`src/rtl/riscv_pkg.sv`:
```
// Shared definitions for the RV32I pipeline memory stage.
//   - WriteSrc encodings selecting the writeback source
//   - funct3 load/store size and sign encodings
//   - memory-access FSM states and access-size decode helper
package riscv_pkg;

  localparam logic [1:0] WSRC_ALU = 2'b00;
  localparam logic [1:0] WSRC_MEM = 2'b01;
  localparam logic [1:0] WSRC_PC4 = 2'b10;
  localparam logic [1:0] WSRC_IMM = 2'b11;

  localparam logic [2:0] F3_B  = 3'b000;
  localparam logic [2:0] F3_H  = 3'b001;
  localparam logic [2:0] F3_W  = 3'b010;
  localparam logic [2:0] F3_BU = 3'b100;
  localparam logic [2:0] F3_HU = 3'b101;

  typedef enum logic [1:0] {
    MEM_IDLE = 2'b00,
    MEM_BUSY = 2'b01,
    MEM_DONE = 2'b10
  } mem_state_e;

  typedef enum logic [1:0] {
    SZ_BYTE = 2'b00,
    SZ_HALF = 2'b01,
    SZ_WORD = 2'b10
  } acc_size_e;

  // Unsigned encodings only exist for loads; any funct3 not listed is a word.
  function automatic acc_size_e access_size(input logic is_store, input logic [2:0] funct3);
    if (funct3 == F3_B || (!is_store && funct3 == F3_BU)) return SZ_BYTE;
    if (funct3 == F3_H || (!is_store && funct3 == F3_HU)) return SZ_HALF;
    return SZ_WORD;
  endfunction

endpackage

```
`src/rtl/load_store_align.sv`:
```
// Combinational data-memory lane handling.
//   i_store       : access is a store (selects store size table)
//   i_funct3      : size / sign field
//   i_addr_lo     : byte offset within the word
//   i_store_data  : register data to store
//   i_load_word   : raw word returned by memory
//   o_be          : byte enables
//   o_wdata       : store data replicated across lanes
//   o_mis         : access is misaligned for its size
//   o_load_data   : selected lane, sign- or zero-extended
module load_store_align
  import riscv_pkg::*;
(
  input  logic        i_store,
  input  logic [2:0]  i_funct3,
  input  logic [1:0]  i_addr_lo,
  input  logic [31:0] i_store_data,
  input  logic [31:0] i_load_word,
  output logic [3:0]  o_be,
  output logic [31:0] o_wdata,
  output logic        o_mis,
  output logic [31:0] o_load_data
);

  acc_size_e   w_size;
  logic [7:0]  w_byte;
  logic [15:0] w_half;

  always_comb begin
    w_size      = access_size(i_store, i_funct3);
    w_byte      = i_load_word[{i_addr_lo, 3'b000} +: 8];
    w_half      = i_load_word[{i_addr_lo[1], 4'b0000} +: 16];
    o_be        = 4'b1111;
    o_wdata     = i_store_data;
    o_mis       = 1'b0;
    o_load_data = i_load_word;
    case (w_size)
      SZ_BYTE: begin
        o_be        = 4'b0001 << i_addr_lo;
        o_wdata     = {4{i_store_data[7:0]}};
        o_load_data = i_funct3[2] ? {24'h0, w_byte} : {{24{w_byte[7]}}, w_byte};
      end
      SZ_HALF: begin
        o_be        = 4'b0011 << i_addr_lo;
        o_wdata     = {2{i_store_data[15:0]}};
        o_mis       = i_addr_lo[0];
        o_load_data = i_funct3[2] ? {16'h0, w_half} : {{16{w_half[15]}}, w_half};
      end
      default: begin
        o_mis = |i_addr_lo;
      end
    endcase
  end

endmodule

```
`src/rtl/mem_stage.sv`:
```
// RV32I memory stage: resolves control-flow redirects, runs loads/stores
// over a req/ack data-memory port and drives the MEM/WB register.
//   clk_i, rst_i              : clock, synchronous active-high reset
//   valid_i .. rd_i           : EX/MEM register contents
//   ALUResultM_o              : ALU result forwarded to EX
//   stall_o                   : freeze PC, IF/ID, ID/EX, EX/MEM
//   PCsrc_o, PCtarget_o       : redirect request and target
//   dmem_*                    : data-memory request port
//   RegWrite_o .. rd_o        : MEM/WB register
//   fault_o                   : one-cycle pulse on misaligned or timed-out access
module mem_stage
  import riscv_pkg::*;
#(
  parameter int unsigned TIMEOUT_CYCLES = 255
) (
  input  logic        clk_i,
  input  logic        rst_i,
  input  logic        valid_i,
  input  logic        EQ_i,
  input  logic [31:0] ALUout_i,
  input  logic        RegWrite_i,
  input  logic [1:0]  WriteSrc_i,
  input  logic        Branch_i,
  input  logic        Jump_i,
  input  logic        Ret_i,
  input  logic        MemWrite_i,
  input  logic [2:0]  funct3_i,
  input  logic [31:0] ImmOp_i,
  input  logic [31:0] pcPlus4_i,
  input  logic [31:0] pcPlusImm_i,
  input  logic [31:0] regOp2_i,
  input  logic [4:0]  rd_i,
  output logic [31:0] ALUResultM_o,
  output logic        stall_o,
  output logic        PCsrc_o,
  output logic [31:0] PCtarget_o,
  output logic        dmem_req_o,
  output logic        dmem_we_o,
  output logic [31:0] dmem_addr_o,
  output logic [31:0] dmem_wdata_o,
  output logic [3:0]  dmem_be_o,
  input  logic        dmem_ack_i,
  input  logic [31:0] dmem_rdata_i,
  output logic        RegWrite_o,
  output logic [1:0]  WriteSrc_o,
  output logic [31:0] ALUout_o,
  output logic [31:0] ReadData_o,
  output logic [31:0] pcPlus4_o,
  output logic [31:0] ImmOp_o,
  output logic [4:0]  rd_o,
  output logic        fault_o
);

  localparam int unsigned CNT_W = $clog2(TIMEOUT_CYCLES + 1);

  mem_state_e       r_state;
  logic [CNT_W-1:0] r_cnt;
  logic             r_abort;
  logic [31:0]      r_rdata;

  logic        w_acc;
  logic        w_mis;
  logic        w_issue;
  logic        w_cf_en;
  logic [3:0]  w_be;
  logic [31:0] w_wdata;
  logic [31:0] w_load_data;

  // EX/MEM is frozen while stalled, so the live inputs still describe the
  // outstanding access when rdata returns.
  load_store_align u_align (
    .i_store      (MemWrite_i),
    .i_funct3     (funct3_i),
    .i_addr_lo    (ALUout_i[1:0]),
    .i_store_data (regOp2_i),
    .i_load_word  (dmem_rdata_i),
    .o_be         (w_be),
    .o_wdata      (w_wdata),
    .o_mis        (w_mis),
    .o_load_data  (w_load_data)
  );

  always_comb begin
    w_acc        = valid_i & (MemWrite_i | (WriteSrc_i == WSRC_MEM));
    w_issue      = (r_state == MEM_IDLE) & w_acc & ~w_mis;
    stall_o      = w_issue | (r_state == MEM_BUSY);
    w_cf_en      = valid_i & ~stall_o;
    PCsrc_o      = w_cf_en & ((Branch_i & EQ_i) | Jump_i);
    PCtarget_o   = Ret_i ? ALUout_i : pcPlusImm_i;
    ALUResultM_o = ALUout_i;
  end

  always_ff @(posedge clk_i) begin
    if (rst_i) begin
      r_state      <= MEM_IDLE;
      r_cnt        <= '0;
      r_abort      <= 1'b0;
      r_rdata      <= '0;
      dmem_req_o   <= 1'b0;
      dmem_we_o    <= 1'b0;
      dmem_addr_o  <= '0;
      dmem_wdata_o <= '0;
      dmem_be_o    <= '0;
      fault_o      <= 1'b0;
      RegWrite_o   <= 1'b0;
      WriteSrc_o   <= '0;
      ALUout_o     <= '0;
      ReadData_o   <= '0;
      pcPlus4_o    <= '0;
      ImmOp_o      <= '0;
      rd_o         <= '0;
    end else begin
      fault_o <= 1'b0;

      case (r_state)
        MEM_IDLE: begin
          r_cnt   <= '0;
          r_abort <= 1'b0;
          if (w_issue) begin
            dmem_req_o   <= 1'b1;
            dmem_we_o    <= MemWrite_i;
            dmem_addr_o  <= {ALUout_i[31:2], 2'b00};
            dmem_wdata_o <= w_wdata;
            dmem_be_o    <= w_be;
            r_state      <= MEM_BUSY;
          end else if (w_acc) begin
            fault_o <= 1'b1;
          end
        end
        MEM_BUSY: begin
          if (dmem_ack_i) begin
            dmem_req_o <= 1'b0;
            r_rdata    <= w_load_data;
            r_state    <= MEM_DONE;
          end else if (r_cnt == CNT_W'(TIMEOUT_CYCLES - 1)) begin
            dmem_req_o <= 1'b0;
            r_abort    <= 1'b1;
            fault_o    <= 1'b1;
            r_state    <= MEM_DONE;
          end else begin
            r_cnt <= r_cnt + CNT_W'(1);
          end
        end
        MEM_DONE: r_state <= MEM_IDLE;
        default:  r_state <= MEM_IDLE;
      endcase

      // In IDLE an unstalled access can only be a misaligned one: it retires as a bubble.
      if (r_state == MEM_DONE) begin
        RegWrite_o <= RegWrite_i & ~r_abort;
        WriteSrc_o <= WriteSrc_i;
        ALUout_o   <= ALUout_i;
        ReadData_o <= r_rdata;
        pcPlus4_o  <= pcPlus4_i;
        ImmOp_o    <= ImmOp_i;
        rd_o       <= rd_i;
      end else if (stall_o | ~valid_i | w_acc) begin
        RegWrite_o <= 1'b0;
        WriteSrc_o <= '0;
        ALUout_o   <= '0;
        ReadData_o <= '0;
        pcPlus4_o  <= '0;
        ImmOp_o    <= '0;
        rd_o       <= '0;
      end else begin
        RegWrite_o <= RegWrite_i;
        WriteSrc_o <= WriteSrc_i;
        ALUout_o   <= ALUout_i;
        ReadData_o <= '0;
        pcPlus4_o  <= pcPlus4_i;
        ImmOp_o    <= ImmOp_i;
        rd_o       <= rd_i;
      end
    end
  end

endmodule

```
`config.mk`:
```
export PLATFORM = sky130hd
export DESIGN_NAME = mem_stage
export DESIGN_NICKNAME = d
export VERILOG_FILES = /design/src/rtl/riscv_pkg.sv /design/src/rtl/load_store_align.sv /design/src/rtl/mem_stage.sv
export SDC_FILE = /design/constraint.sdc
export NUM_CORES = 1
export LEC_CHECK = 0
export CAP_MARGIN = 15
export CORE_AREA = 2 2 187 189
export DETAILED_ROUTE_END_ITERATION = 8
export DIE_AREA = 0 0 189 191
export PLACE_DENSITY = 0.64
export SYNTH_ARGS = -nofsm -noshare
export SYNTH_HDL_FRONTEND = slang
export SYNTH_SLANG_ARGS = --single-unit
```
`constraint.sdc`:
```
create_clock -name clk_i -period 1.8 [get_ports clk_i]
set_clock_uncertainty 0.15 [all_clocks]
set_input_delay 0.27 -clock clk_i [delete_from_list [all_inputs] [get_ports clk_i]]
set_output_delay 0.27 -clock clk_i [all_outputs]
set_load 0.05 [all_outputs]
```
==> key figures, run 1 <==
Die
  – Number of placement rows: 68
  – Effective utilization at floorplan: 0.2809
  – Count of pins on the block boundary: approximately 490
  – Core box area: ~34000 sq um
  – Vert. Die Dim: around 190 um
  – Die width: roughly 190 um
  – Area enclosed by the die boundary: 36100 sq um

Clock tree
  – Reg clk slew, reported paths: ~0.06 ns
  – Maximum count of clock buffers along a single path: 3
  – Root cell of the clock tree: clkbuf_16
  – H-tree depth reported by CTS: 1
  – Clock sink total: 248
  – Inserted Clock Buffers: 27
  – TritonCTS clock tree: built
  – Clock latency at the later pin of the worst-skew pair: approximately 0.54 ns

Logic synthesis
  – Most instantiated cells after synthesis: 248 x dfxtp_1, 135 x and2_1, 84 x a21oi_1, 67 x nand2_1, 62 x o21ai_0
  – Synthesized cell area: 9584 sq um
  – Biggest area consumer among synthesized cells: dfxtp_1
  – Number of register bits inferred by synthesis: 248
  – Top FF cell, synth: dfxtp_1
  – Biggest area contributors in the synthesized netlist: dfxtp_1 52%, and2_1 8.8%, mux2_2 4.7%, a21oi_1 4.4%, o21ai_0 3.2%
  – Yosys cell types: 56
  – Number of warnings reported in the yosys synthesis log: 0
  – Sequential-to-total area share from yosys stat: 0.5180
  – Syn avg cell area: 9.613 sq um
  – Number of instances in the synthesized netlist: ~1000
  – Portion of synthesized cell area occupied by the leading cell type: 0.5180
  – Number of flops mapped to enable cells by yosys: 0
  – Ys async rst share: 0
  – Dominant cell by count in the synthesized netlist: dfxtp_1

Layout
  – Layout cell share with drive strength beyond 1: 0.3733
  – Layout filler cell count: 2990
  – Layout Area Growth over Synthesis: 80.29%
  – Nets@finish: between 1500 and 2000

Min path
  – Worst hold stages: 4
  – Hold_sp: funct3_i[0]
  – Hold EP: r_rdata[14]
  – Worst hold-check path type: in2reg

Detailed routing
  – Routed WL: about 39000 um
  – Post-detailed-route DRC marker count: 0
  – ANT nets after route: 0
  – Routed len/inst: around 20 um
  – DR vias/cell: approximately 4.7
  – Vias: between 9000 and 10000
  – Initial DRT Pass Iterations: 5
  – Count of routing violations after the opening detailed-route iteration: between 400 and 500

Timing
  – Final worst slack: -0.3811 ns
  – Count of final hold-check violations: 0
  – Unrepaired setup endpoints after global routing: yes
  – Slew headroom: 0.6469
  – Final period demand of the worst path: ~2.2 ns
  – Final worst path period share: 1.212
  – Aggregate negative setup slack: -10.26 ns
  – Setup-violating endpoint count in the final report: roughly 100
  – Pins over their slew limit: 0
  – Slew at the pin with the worst max-slew slack: 0.5297 ns
  – Highest achievable clock rate: between 400 and 500 MHz

Global route
  – Overall Global Routing Usage: 0.2025
  – Number of antenna violations at the first check in global routing: 3
  – First-pass GRT wire length: 56880 um
  – Largest net degree at the start of global routing: slightly above 60
  – Global route overflow: 0
  – Vias in the first global route: 9411

Critical path
  – Worst reg2reg path depth: 6
  – Peak fanout along the critical path: 10
  – Worst Path Arrival: ~1.8 ns
  – WP data required: around 1.4 ns
  – Critical path startpoint category: flip-flop
  – Library cell contributing the largest single delay on the critical path: dfxtp_1
  – Combined buffer and inverter count along the critical path: 3
  – Worst setup path startpoint: r_state[1]
  – Category of the worst setup path capture point: output port
  – Cell breakdown of the critical path: buf_6, nor2b_1, buf_4, nor4_4, buf_12
  – Delay contributed by the slowest stage of the critical path: 0.40 ns
  – Worst reg2reg endpoint: ALUout_o[6]
  – Category of the most critical setup path: reg2out
  – Worst-case register-to-register setup slack: -0.15 ns
  – Source of the worst register-to-register timing path: r_state[0]
  – Crit path depth: 5
  – Dominant delay contributor by cell family on the critical path: buffers and inverters

Power
  – Post-route total power: approximately 15 mW
  – Power Internal: approximately 11 mW
  – Switch share: 0.2854
  – Clk pwr share: 0.391
  – Peak supply drop: 686.8 uV
  – Net switching power figure: about 4.3 mW
  – Power share of the sequential group: 0.384
  – Pwr/cell area: around 860 nW/um^2
  – Leakage power summed over all cells: approximately 7.2 nW
  – Part of the total power dissipated in combinational logic: 0.225

Place
  – HPWL Detailed: about 29000 um
  – Routability Congestion: 0.8756
  – Post-placement setup slack: -0.6333 ns
  – IO Port Bufs: slightly below 500

Run status
  – Violations in the final reports: negative setup slack
  – Status: finished with violations

Run
  – Max-cap violation count: 0
## worst max-delay path by stage
stage | to
after floorplan | PCsrc_o
after global placement | ImmOp_o[31]
after detailed placement | ALUout_o[24]
after CTS | PCsrc_o
after global routing | PCsrc_o
final | PCsrc_o
## metrics by stage
step,area [sq um],cells,hold WS (ns),util
final,17280,2008,0.08069,0.5065
after global routing,17280,2008,0.08758,0.5065
after CTS,17020,2002,0.05951,0.4989
after detailed placement,15540,1926,0.2918,0.4555
after global placement,15540,1926,0.2882,0.4555
after floorplan,9646,998,0.2417,-
## placed cells by master (no fill, tap or decap), drive strengths merged, types with 2 or more instances in the layout
| cell type | synthesis | routed |
|---|---|---|
| conb | 1 | 2 |
| ha | 2 | 2 |
| nand2 | 67 | 67 |
| and2 | 135 | 135 |
| and3b | 9 | 9 |
| or3 | 2 | 2 |
| a211oi | 33 | 33 |
| dlygate4sd2 | 0 | 4 |
| a31oi | 3 | 3 |
| dfxtp | 248 | 248 |
| o21bai | 8 | 8 |
| a32o | 7 | 7 |
| nor3 | 16 | 16 |
| nor2b | 3 | 3 |
| bufinv | 0 | 3 |
| o311a | 2 | 2 |
| nand3 | 45 | 45 |
| o31a | 2 | 2 |
| nor3b | 2 | 2 |
| inv | 7 | 10 |
| o32ai | 2 | 2 |
| mux2 | 40 | 40 |
| o21ai | 65 | 65 |
| diode | 0 | 2 |
| a311oi | 18 | 18 |
| o22ai | 9 | 9 |
| nor2 | 25 | 25 |
| a21oi | 84 | 84 |
| o2111ai | 9 | 9 |
| o211ai | 3 | 3 |
| clkinvlp | 0 | 3 |
| buf | 60 | 405 |
| nand2b | 3 | 3 |
| clkbuf | 57 | 42 |
| a21o | 2 | 2 |
| o21ba | 2 | 2 |
| clkinv | 0 | 5 |
| clkdlybuf4s50 | 0 | 202 |
| nand4 | 2 | 2 |
| mux2i | 10 | 10 |
## routing by layer
layer  GRT usage  wire [um]  up-vias
met5           0          0        -
met4     0.06550       1116        0
met3     0.04810       3001       57
met2      0.3571      19740      435
met1      0.2417      15440     4409
li1            -          -     4537
## worst reg2reg max path: stages, from the launching register on
cell and delay, ns:
dfxtp_2 0.32, or4_4 0.54, a211oi_4 0.32, buf_12 0.19, buf_12 0.13, buf_16 0.12, and2_4 0.12
## power groups by stage
stage | Combinational [mW] | Clock, mW | Sequential (mW)
2_1_floorplan | 1.08 | 0 | 6.32
3_3_place_gp | 3.14 | 0 | 5.84
3_5_place_dp | 3.15 | 0 | 5.84
4_1_cts | 3.30 | 5.96 | 5.72
5_1_grt | 3.51 | 6.19 | 5.74
6_report | 3.36 | 5.84 | 5.72
## registers in the layout (all words and copies together) (netlist names), 2 cells and up
signal / count
dmem_addr_o: 30
ImmOp_o: 32
r_state: 2
pcPlus4_o: 32
ALUout_o: 32
r_cnt: 8
dmem_be_o: 4
rd_o: 5
ReadData_o: 32
r_rdata: 32
WriteSrc_o: 2
dmem_wdata_o: 32
## kinds of logic (layout without fill, tap and decap cells)
family                     after synthesis  after routing  synth area share
AOI/OAI and AO/OA                      254            254            0.1695
xor gates and xnor gates                 2              2          0.001828
adders and majority gates                3              3          0.003655
buffers and inverters                  124            677           0.06945
DFF                                    248            248            0.5180
muxes                                   51             51           0.05979
other                                    1              4         0.0003913
and+or+nand+nor                        314            314            0.1774
## what timing repair did
action / 4_1_cts / 5_1_grt
hold endpoints to repair: 4 / 0
cloned: 10 / 6
pin swaps: 32 / 62
buffers inserted: 15 / 4
resized for setup: 34 / 75
hold buffers: 1 / 0
endpoints found under the setup margin: 185 / 170
## cell type report
type | instances | area [sq um] | share of cell area
antenna | 2 | 5.005 | 0.0002896
clock buffer | 36 | 769.5 | 0.04453
clock inverter | 14 | 182.7 | 0.01057
inverter | 7 | 26.28 | 0.001521
multi-input combinational | 626 | 4227 | 0.2446
sequential | 248 | 4966 | 0.2874
tap | 455 | 569.3 | 0.03295
timing repair buffer | 620 | 6534 | 0.3781
No activity file was read; power rests on OpenSTA's default activity.
==> inputs of run 2 (changes only) <==
--- a/config.mk
+++ b/config.mk
@@ -6,10 +6,11 @@
 export NUM_CORES = 1
 export LEC_CHECK = 0
 export CAP_MARGIN = 15
-export CORE_AREA = 2 2 187 189
+export CORE_AREA = 2 2 186 188
+export CTS_BUF_LIST = sky130_fd_sc_hd__clkbuf_4 sky130_fd_sc_hd__clkbuf_8
 export DETAILED_ROUTE_END_ITERATION = 8
-export DIE_AREA = 0 0 189 191
-export PLACE_DENSITY = 0.64
+export DIE_AREA = 0 0 188 190
+export PLACE_DENSITY = 0.62
 export SYNTH_ARGS = -nofsm -noshare
 export SYNTH_HDL_FRONTEND = slang
 export SYNTH_SLANG_ARGS = --single-unit
==> constraint.sdc (replaced) <==
create_clock -name clk_i -period 2.1 [get_ports clk_i]
set_clock_uncertainty 0.15 [all_clocks]
set_input_delay 0.315 -clock clk_i [delete_from_list [all_inputs] [get_ports clk_i]]
set_output_delay 0.315 -clock clk_i [all_outputs]
set_load 0.05 [all_outputs]
==> run 2 against run 1 <==
  * The flow still finishes with violations (negative setup slack)
  * Register-to-register slack improved by 0.20 ns
  * Sequential cell count did not move
  * Utilization fell by 2.3 points
  * Design area fell by 5.0%
  * Combinational power fell by 24%
  * Global-route usage fell by 0.56 points
  * Sequential power fell by 14%
  * Non-clock buffer count fell by 27
  * Hold slack got worse by 0.011 ns
  * Critical endpoint unchanged
==> key figures, run 2 (same netlist as run 1, synthesis figures left out) <==
Run status
  – Status: finished with violations
  – Violations in the final reports: negative setup slack

Detailed routing
  – Vias: just over 9000
  – Post-detailed-route DRC marker count: 0
  – ANT nets after route: 0
  – Count of routing violations after the opening detailed-route iteration: around 380
  – Routed len/inst: 18.38 um
  – Initial DRT Pass Iterations: 5
  – Routed WL: 36960 um
  – DR vias/cell: 4.623

Place
  – HPWL Detailed: around 28000 um
  – Routability Congestion: 0.8719
  – Post-placement cell count: 1914
  – IO Port Bufs: slightly below 500

Clock tree
  – Maximum count of clock buffers along a single path: 3
  – Clock latency at the later pin of the worst-skew pair: approximately 0.57 ns
  – TritonCTS clock tree: built
  – Reg clk slew, reported paths: about 0.060 ns
  – Inserted Clock Buffers: 44
  – Clock sink total: 248
  – H-tree depth reported by CTS: 2
  – Root cell of the clock tree: clkbuf_8

Critical path
  – Critical path startpoint category: flip-flop
  – Worst Path Arrival: approximately 1.7 ns
  – Source of the worst register-to-register timing path: r_state[0]
  – Peak fanout along the critical path: 3
  – Category of the worst setup path capture point: output port
  – Category of the most critical setup path: reg2out
  – Worst setup path startpoint: r_state[0]
  – WP data required: 1.63 ns

Timing
  – Final Hold Slack: about 0.07 ns
  – Highest achievable clock rate: 465.2 MHz
  – Slew at the pin with the worst max-slew slack: ~0.92 ns
  – Final worst path period share: 1.024
  – Final worst slack: -0.04955 ns
  – Slew headroom: 0.3842
  – Setup-violating endpoint count in the final report: 1
  – Count of final hold-check violations: 0
  – Pins over their slew limit: 0
  – Final period demand of the worst path: approximately 2.1 ns
  – Unrepaired setup endpoints after global routing: yes

Die
  – Area enclosed by the die boundary: 35720 sq um
  – Die width: ~190 um
  – Effective utilization at floorplan: 0.2823
  – Number of placement rows: 68
  – Core box area: roughly 34000 sq um
  – Vert. Die Dim: between 150 and 200 um
  – Count of pins on the block boundary: slightly below 500

Layout
  – Layout cell share with drive strength beyond 1: 0.2183
  – Nets@finish: between 1500 and 2000
  – Layout Area Growth over Synthesis: 71.21%
  – Most frequent standard cell in the layout excluding fill and tap cells: dfxtp_1
  – Commonest cells after routing, fill and taps aside: 246 x dfxtp_1, 201 x clkdlybuf4s50_1, 193 x dlygate4sd2_1
  – Count of non-filler cells in the finished layout: roughly 2000

Global route
  – First-pass GRT wire length: 54270 um
  – Largest net degree at the start of global routing: 57
  – Global route overflow: 0
  – Overall Global Routing Usage: 0.1969
  – Number of antenna violations at the first check in global routing: 5
  – Vias in the first global route: 8962

Power
  – Pwr/cell area: 751.7 nW/um^2
  – Peak supply drop: roughly 410 uV
  – Leakage power summed over all cells: between 7 and 8 nW

Min path
  – Worst hold-check path type: in2reg
  – Hold_sp: funct3_i[0]

Run
  – Max-cap violation count: 0
run 2: area by class of cell:
class | instances | area, sq um
Fill cell | 3252 | 17540
Tap cell | 455 | 569.3
Clock buffer | 65 | 807.0
Clock inverter | 14 | 160.2
Multi-Input combinational cell | 626 | 4055
Timing Repair Buffer | 593 | 5817
Antenna cell | 3 | 7.507
Sequential cell | 248 | 4967
Inverter | 7 | 26.28
run 2: power by group:
part	internal [mW]	switching, mW
Combinational	1.06	1.48
Sequential	4.85	0.0528
Clock	2.85	2.04
Total	8.76	3.58
run 2: critical path: stages, from the launching register on:
cell      delay, ns
dfxtp_2        0.34
nor2_2         0.06
o211ai_1       0.16
nor2_4         0.07
nor4_4         0.31
buf_12         0.18
run 2: metal layers:
| layer | track usage | share of wire | vias up |
|---|---|---|---|
| met5 | 0 | 0.00035 | - |
| met4 | 0.07359 | 0.031 | 2 |
| met3 | 0.05589 | 0.076 | 72 |
| met2 | 0.3300 | 0.48 | 376 |
| met1 | 0.2400 | 0.41 | 4342 |
| li1 | - | - | 4504 |
run 2: final timing paths:
check                         to  slack [ns]  cells after the start
setup / recovery         PCsrc_o       -0.05                      5
hold / removal        r_rdata[7]        0.07                      3
setup reg to reg      dmem_req_o        0.05                     12
hold reg to reg   ReadData_o[28]        0.28                      1
run 2: through the flow:
step / util / setup slack [ns] / power, mW / TNS [ns] / area (sq um)
floorplan: - / -0.02836 / 6.334 / -0.02836 / 9612
global placement: 0.4571 / -0.3704 / 7.580 / -59.60 / 15520
detailed placement: 0.4571 / -0.3880 / 7.589 / -63.52 / 15520
CTS: 0.4829 / -0.1301 / 12.51 / -0.1337 / 16390
global route: 0.4834 / -0.1489 / 12.84 / -0.2754 / 16410
finish: 0.4834 / -0.04955 / 12.33 / -0.04955 / 16410
run 2: timing repair:
item	in CTS	in global routing
endpoints found under the hold margin	2	0
hold buffers	2	0
endpoints found under the setup margin	189	4
pin swaps	9	1
resized for setup	203	2
buffers inserted	13	0
